==> config.mk <==
export PLATFORM = sky130hd
export DESIGN_NAME = dac_sample_scheduler_flat
export DESIGN_NICKNAME = d
export VERILOG_FILES = /design/src/rtl/dac_sample_scheduler_if.sv /design/src/rtl/dac_sample_scheduler.sv /design/src/flat_wrapper.sv
export SDC_FILE = /design/constraint.sdc
export NUM_CORES = 1
export LEC_CHECK = 0
export ABC_AREA = 0
export CAP_MARGIN = 20
export CORE_MARGIN = 4
export CORE_UTILIZATION = 30
export CTS_BUF_LIST = sky130_fd_sc_hd__clkbuf_16
export DETAILED_ROUTE_END_ITERATION = 10
export PLACE_DENSITY_LB_ADDON = 0.15
export SLEW_MARGIN = 30
export SYNTH_ARGS = -nofsm -noshare
export SYNTH_HDL_FRONTEND = slang
export SYNTH_SLANG_ARGS = --single-unit
==> constraint.sdc <==
create_clock -name clk_i -period 4.2 [get_ports clk_i]
set_input_delay 0.84 -clock clk_i [delete_from_list [all_inputs] [get_ports clk_i]]
set_output_delay 0.84 -clock clk_i [all_outputs]
set_load 0.05 [all_outputs]
==> src/rtl/dac_sample_scheduler_if.sv <==
// Valid/ready sample stream from the upstream PCM source into the DAC scheduler.
// The master drives data and valid; the slave returns ready.
interface dac_sample_scheduler_if #(
  parameter int BW = 16
);
  logic [BW-1:0] data;
  logic          valid;
  logic          ready;

  modport master (output data, output valid, input ready);
  modport slave  (input data, input valid, output ready);
endinterface

==> src/rtl/dac_sample_scheduler.sv <==
// Sample-rate controller for the delta-sigma DAC core. It buffers PCM samples in a FIFO
// and releases one sample to dac_o every (period+1) enabled cycles, with mute and underflow handling.
module dac_sample_scheduler #(
  parameter int BW        = 16,
  parameter int DEPTH     = 8,
  parameter int PW        = 12,
  parameter int HOLD_LAST = 1
) (
  input  logic                     clk_i,
  input  logic                     rst_i,
  input  logic                     en_i,
  input  logic [PW-1:0]            period_i,
  input  logic                     mute_i,
  input  logic                     clr_i,
  dac_sample_scheduler_if.slave    s,
  output logic [BW-1:0]            dac_o,
  output logic                     strobe_o,
  output logic                     underflow_o,
  output logic [$clog2(DEPTH):0]   level_o
);

  localparam int AW = $clog2(DEPTH);
  localparam int LW = AW + 1;

  logic [BW-1:0] mem [DEPTH];
  logic [AW-1:0] wr_ptr;
  logic [AW-1:0] rd_ptr;
  logic [LW-1:0] level;
  logic [LW-1:0] level_nxt;
  logic [PW-1:0] cnt;
  logic [PW-1:0] per;
  logic [BW-1:0] dac_nxt;
  logic          full;
  logic          empty;
  logic          push;
  logic          tick;
  logic          pop;

  // Handshake, tick decode, occupancy update and the sample chosen for the next tick
  always_comb begin
    full      = (level == LW'(DEPTH));
    empty     = (level == LW'(0));
    push      = s.valid && !full;
    tick      = en_i && (cnt == per);
    pop       = tick && !empty;
    level_nxt = level;
    dac_nxt   = BW'(0);
    case ({push, pop})
      2'b10:   level_nxt = level + LW'(1);
      2'b01:   level_nxt = level - LW'(1);
      default: level_nxt = level;
    endcase
    // Mute still consumes the head so the stream keeps its timing
    if (mute_i) begin
      dac_nxt = BW'(0);
    end else if (!empty) begin
      dac_nxt = mem[rd_ptr];
    end else if (HOLD_LAST != 0) begin
      dac_nxt = dac_o;
    end else begin
      dac_nxt = BW'(0);
    end
  end

  assign s.ready = !full;
  assign level_o = level;

  // Sample storage; no reset needed since occupancy gates every read
  always_ff @(posedge clk_i) begin
    if (push && !rst_i) begin
      mem[wr_ptr] <= s.data;
    end
  end

  // Pointers, period counter, output sample and status flags
  always_ff @(posedge clk_i) begin
    if (rst_i) begin
      wr_ptr      <= AW'(0);
      rd_ptr      <= AW'(0);
      level       <= LW'(0);
      cnt         <= PW'(0);
      per         <= period_i;
      dac_o       <= BW'(0);
      strobe_o    <= 1'b0;
      underflow_o <= 1'b0;
    end else begin
      if (push) begin
        wr_ptr <= wr_ptr + AW'(1);
      end
      if (pop) begin
        rd_ptr <= rd_ptr + AW'(1);
      end
      level <= level_nxt;

      // A new period value is only picked up at the tick that closes the current one
      if (!en_i) begin
        cnt <= PW'(0);
      end else if (tick) begin
        cnt <= PW'(0);
        per <= period_i;
      end else begin
        cnt <= cnt + PW'(1);
      end

      strobe_o <= tick;
      if (tick) begin
        dac_o <= dac_nxt;
      end

      if (tick && empty) begin
        underflow_o <= 1'b1;
      end else if (clr_i) begin
        underflow_o <= 1'b0;
      end
    end
  end

endmodule
==> src/flat_wrapper.sv <==
// flat-port wrapper written by rule: the top's interface ports become plain ports
module dac_sample_scheduler_flat 
#(
  parameter int BW        = 16,
  parameter int DEPTH     = 8,
  parameter int PW        = 12,
  parameter int HOLD_LAST = 1
)
  (clk_i, rst_i, en_i, period_i, mute_i, clr_i, dac_o, strobe_o, underflow_o, level_o, s_data, s_valid, s_ready);
  dac_sample_scheduler_if #(.BW(BW)) s_i ();
  input  logic clk_i;
  input  logic rst_i;
  input  logic en_i;
  input  logic [PW-1:0] period_i;
  input  logic mute_i;
  input  logic clr_i;
  output logic [BW-1:0] dac_o;
  output logic strobe_o;
  output logic underflow_o;
  output logic [$clog2(DEPTH):0] level_o;
  input wire logic [$bits(s_i.data)-1:0] s_data;
  input wire logic [$bits(s_i.valid)-1:0] s_valid;
  output wire logic [$bits(s_i.ready)-1:0] s_ready;
  assign s_i.data = s_data;
  assign s_i.valid = s_valid;
  assign s_ready = s_i.ready;
  dac_sample_scheduler #(.BW(BW), .DEPTH(DEPTH), .PW(PW), .HOLD_LAST(HOLD_LAST)) u_core (.clk_i(clk_i), .rst_i(rst_i), .en_i(en_i), .period_i(period_i), .mute_i(mute_i), .clr_i(clr_i), .s(s_i), .dac_o(dac_o), .strobe_o(strobe_o), .underflow_o(underflow_o), .level_o(level_o));
endmodule
* Word-level counts from Yosys, hierarchy flattened
Memories as Yosys holds them, arrays and structs flattened. A register that Yosys moved wholly into a read port is not among the register bits.
Cells that the tools add are included.
** Storage, ports and cells
- Input port bits :: 34
- Memory bits (writable) :: 128
- Latch bits :: 0
- Memories :: 1
- Bits in read-only memories :: 0
- Bits in registers :: 52
** Memory list
- u_core.mem :: depth 8, bits a word 16, read ports 1, clocked after Yosys merged registers in 1, write ports 1, line dac_sample_scheduler.sv:25 : logic [BW-1:0] mem [DEPTH];
** Cells by class
- Bitwise logic cells :: 1
- Multiplexer cells :: 12
- Multipliers :: 0
- Equal/unequal tests :: 5
- $add $sub $neg :: 5
- Shift-type cells :: 0
- Reductions and logical operators :: 16
- Magnitude comparators :: 0
- Divide/modulo/power cells :: 0
** Operators by type and width (number)
- $mux 12 :: 3
- $mux 16 :: 2
- $add 12x1->12 const B :: 1
- $eq 12x12->1 :: 1
- $pmux 4 s2 :: 1
- $reduce_bool 2->1 :: 4
- $add 3x1->3 const B :: 2
- $mux 3 :: 2
- $logic_and 1x1->1 :: 5
- $add 4x1->4 const B :: 1
- $eq 4x4->1 const B :: 1
- $logic_not 4->1 :: 1
- $mux 1 :: 4
- $reduce_and 2->1 :: 2
- $sub 4x1->4 const B :: 1
- $logic_not 1->1 :: 3
- $reduce_or 3->1 :: 1
- $eq 2x1->1 const B :: 1
- $eq 2x2->1 const B :: 1
- $ne 2x2->1 const B :: 1
- $not 1->1 :: 1

* Longest topological paths before layout
- Depth in word-level cells :: 6
- Gate-level depth with buffers :: 12
- Gate-level depth less buffers :: 11

* Worst setup path before layout
Ideal clock, no wire load.
- Path type :: register to register
- From :: register u_core.level[1] (netlist: u_core.level_o[1])
- To :: memory u_core.mem[5][0] (enable)
- Arrival :: 3.269 ns
- Stages on the path, launching flop included :: 5
- Path slack :: 0.495 ns
- Buffers on the path :: 0
- Setup time :: 0.436 ns
- Path through :: dfxtp_1 nor3_1 a21boi_0 nand2_1 nor4b_1
** On the way
- Cells in the longest elaborated chain, start to end :: 6
** Ends and longest elaborated chain
- start, declared :: line dac_sample_scheduler.sv:28 : logic [LW-1:0] level;
- start signal, assigned :: line dac_sample_scheduler.sv:93 : level <= level_nxt;
- $eq 4x4->1 :: line dac_sample_scheduler.sv:41 : full = (level == LW'(DEPTH));
- $logic_not 1->1 :: line dac_sample_scheduler.sv:43 : push = s.valid && !full;
- $logic_and 1x1->1 :: line dac_sample_scheduler.sv:43
- $logic_and 1x1->1 :: line dac_sample_scheduler.sv:70 : if (push && !rst_i) begin
- $mux 1 :: line dac_sample_scheduler.sv:70
- $mux 1 (not written as such) :: line dac_sample_scheduler.sv:71 : mem[wr_ptr] <= s.data;
- end, declared :: line dac_sample_scheduler.sv:25
No other way between the ends.

* Worst setup path in the final report
- From :: input port s_valid
- To :: register u_core.level[2] (netlist: u_core.level_o[2])
** On the way
- Cells in the longest elaborated chain, start to end :: 3
- Elaborated cells on any way between the ends :: 5
- Those cells by class :: eq/ne: 2; mux: 1; reduce/logical: 2
** Ends and longest elaborated chain
- start, declared :: line flat_wrapper.sv:22 : input wire logic [$bits(s_i.valid)-1:0] s_valid;
- $logic_and 1x1->1 (*) :: line dac_sample_scheduler.sv:43
- $eq 2x1->1 or $eq 2x2->1 (tied branches) :: line dac_sample_scheduler.sv:48 : case ({push, pop})
- $pmux 4 s2 or $reduce_bool 2->1 (tied branches)
Every way passes the cells marked *; elsewhere a longest branch is shown, timed or not.
A chain may end at the register's enable or synchronous reset.

==> flow_results.org <==
** Run status
- Status :: completed

** Clock tree
- Post-CTS Resized :: 0
- Hold repair after CTS inserted 0 buffers.
- Buffers inserted during clock tree synthesis total 17.
- Clock-pin slew was measured on the worst setup and hold paths at 0.07 ns.
- Root buffer cell :: sky130_fd_sc_hd__clkbuf_16
- Worst-Skew Late Latency :: 0.43 ns
- CTS tree :: yes
- CTS saw 183 sinks.
- Post-CTS setup-driven buffer insertion count :: 0
- Buffer depth of the longest clock path :: 2
- Maximum level of the CTS H-tree :: 4

** Critical path
- Sort of element at the start of the critical path :: primary input
- STA puts the critical path data arrival time at 3.50 ns.
- Worst path required time :: 4.56 ns
- In this run the worst path has a maximum fanout of 6.
- Reg2reg path depth :: 11
- STA classifies the critical path endpoint as a flop.
- Critical setup path kind :: in -> reg

** Min path
- Worst hold stages :: 2
- Hold/Removal Path Class :: reg -> reg

** Die
- Initial Util :: 30.71%
- Horiz. Die Dim :: 163.7 um
- The die is 163.7 um tall.
- The floorplan has 56 rows.
- Pin placement for this block handled 57 I/O pins.
- Total die area :: 26790 um^2
- The core region is 23680 um^2.

** Cells and area
- The post-route netlist has 10.10% of its cells at a drive strength greater than 1.
- Final core utilization :: 37.58%
- The area growth from synthesis to layout is 22.40%.
- Leading cell types in the layout, fill and taps excluded :: sky130_fd_sc_hd__edfxtp_1, sky130_fd_sc_hd__mux2i_1, sky130_fd_sc_hd__clkdlybuf4s50_1, sky130_fd_sc_hd__dfxtp_1, sky130_fd_sc_hd__a21oi_1
- Final layout net count :: 611
- Leaving out filler cells and counting taps, the final layout contains 903.
- The library cell used most frequently in the layout, excluding fill and tap cells, is sky130_fd_sc_hd__edfxtp_1.
- Diode count :: 0

** STA
- Total setup violations reported at the end of the flow :: 0
- Setup_tns :: 0 ns
- Static timing analysis puts the maximum clock frequency at 319.3 MHz.
- For the pin with the worst max-slew slack, the measured transition is 0.9432 ns.
- Final worst-path cycle share :: 74.56%
- Worst setup margin :: 1.069 ns
- Final number of max-transition violations :: 0
- Slew margin rel. :: 36.84%
- The worst path in the final design needs a cycle of 3.131 ns, including I/O delays and setup.
- The hold violation total from the final report was 0.
- Setup repair after global routing left no endpoint under its margin.
- On the final layout, the worst clock skew is 0.01167 ns.

** Synthesis
- During synthesis, Yosys emitted a total of 0 warnings.
- Flip-flop and latch count after synthesis :: 183
- In this run the biggest area consumer among cell types represents 57.81% of the synthesized area.
- Total standard cell area after synthesis :: 7272 um^2
- The number of nets in the synthesized netlist is 547.
- Dividing the synthesized area by the synthesized cell count gives 14.34 um^2.
- Cell count after synthesis :: 507
- Sorting the synthesized cells by area gives the leading types as sky130_fd_sc_hd__edfxtp_1, sky130_fd_sc_hd__dfxtp_1, sky130_fd_sc_hd__mux2i_1.
- For this run, the register share of the synthesized area comes to 69.65%.
- Counting distinct cell types in the post-synthesis netlist gives 42.
- The biggest area contributor in the post-synthesis netlist is sky130_fd_sc_hd__edfxtp_1.

** Placed design
- Placed Cells incl. Taps :: 871
- Before CTS, the worst setup slack after placement is 0.6394 ns.
- Port bufs :: 56
- Post-DP HPWL :: 9497 um
- Routability-driven placement finished with a final weighted congestion of 0.7432.

** Power and ir drop
- For this design the static power due to leakage is 2.885 nW.
- Max VDD drop :: 0.0001884 V
- Power Density :: 415.9 nW/um^2
- Total power after layout :: 0.003702 W

** Detailed routing
- Signal routing reaches up to met5.
- After detailed routing, the number of vias per cell comes to 4.570.
- After detailed routing, the met3 layer carries 563 um of wire.
- Summed over all layers, the routed wires come to 15670 um.
- Detailed-route via count :: 4127
- Detailed Routing Iterations Pass 1 :: 4
- The detailed router put a total of 7302 um of wire on met1.
- Detailed-routed wire length on met2 :: 7581 um
- The detailed router finished its first iteration with 243 violations.
- After detailed routing, the average wire length per cell comes to 17.35 um.
- After detailed routing, the number of remaining DRC violations is 0.
- In this run the remaining antenna-violating nets after routing total 0.

** Job
- Max_cap viols :: 0

** Global routing
- Entering global routing, the biggest net connects 31 pins.
- The first global-routing pass estimated 24250 um of wire.
- Global routing finished with a remaining overflow of 0.
- Overall routing resource usage :: 12.24%
- Number of global-route vias before repair :: 4290
- The number of antenna violations at the first check in global routing came to 1.
==> per-layer routing <==
layer	vias up	GRT usage (%)
li1	2025	-
met4	2	4.346
met5	-	0
met2	69	20.14
met3	16	3.061
met1	2015	15.74
==> registers in the layout (all words and copies together), names as in the netlist, named ones only <==
register,cells
u_core.rd_ptr,3
u_core.per,12
u_core.level_o,4
u_core.dac_o,16
u_core.cnt,12
u_core.underflow_o,1
u_core.wr_ptr,3
u_core.mem,128
u_core.strobe_o,1
==> synth_stat cells (all sizes together) <==
library cell	instances
edfxtp	140
mux2i	65
dfxtp	43
a21oi	25
nor2	24
nand3	22
nand2b	21
nor2b	20
clkbuf	18
a211oi	16
a22oi	16
xor2	15
nand2	13
xnor2	9
buf	7
ha	6
o21ai	6
inv	5
nor3	5
nor4	5
or3	3
and2	2
and3b	2
clkinv	2
nand3b	2
nand4	2
o2111ai	2
a21boi	1
a222oi	1
and3	1
nor3b	1
nor4b	1
o31ai	1
o32ai	1
or2	1
or2b	1
or3b	1
or4	1
==> cell type report <==
class | count | area, um^2
fill | 2302 | 14780
sequential | 183 | 5069
multi-input combinational | 292 | 2128
timing repair buffer | 70 | 690.7
clock buffer | 19 | 475.5
tap | 319 | 399.1
clock inverter | 13 | 112.6
inverter | 7 | 26.28
==> final timing paths <==
kind                                 startpoint           endpoint  slack (ns)
worst min register to register  u_core.dac_o[8]    u_core.dac_o[8]        0.47
worst max-delay path                    s_valid  u_core.level_o[2]        1.07
worst min-delay path            u_core.dac_o[8]    u_core.dac_o[8]        0.47
worst max register to register    u_core.cnt[5]  u_core.level_o[2]        1.21
==> critical path, cell delays in order <==
cell and delay [ns]:
sky130_fd_sc_hd__clkdlybuf4s50_1 0.44, sky130_fd_sc_hd__a21boi_0 0.55, sky130_fd_sc_hd__inv_1 0.29, sky130_fd_sc_hd__ha_1 0.34, sky130_fd_sc_hd__xor2_1 0.17, sky130_fd_sc_hd__ha_1 0.18
sky130_fd_sc_hd__a21oi_1 0.15, sky130_fd_sc_hd__xor2_1 0.10, sky130_fd_sc_hd__or3_1 0.31, sky130_fd_sc_hd__a21oi_1 0.13
==> power breakdown <==
part	leakage (nW)	switching, W	internal [W]
clock network	0.295	0.000684	0.000891
logic	0.968	0.0000772	0.0000592
registers	1.62	0.0000154	0.00197
==> cell families after synthesis <==
logic type	Yosys count	share of synthesized area, %
flip-flops	183	69.65
AO/OA/AOI/OAI	69	6.280
buffers and inverters	32	1.703
adder cells (fa/ha/maj)	6	1.032
multiplexers	65	8.947
XOR/XNOR	24	2.891
AND/OR/NAND/NOR	128	9.498
==> stage by stage <==
| step | hold slack, ns | area (um^2) |
|---|---|---|
| finish | 0.4739 | 8901 |
| global placement | 0.4625 | 8268 |
| CTS | 0.4784 | 8901 |
| global route | 0.5072 | 8901 |
| detailed placement | 0.4669 | 8313 |
| floorplan | 0.4529 | 7272 |
(Power assumes the default switching activity.)
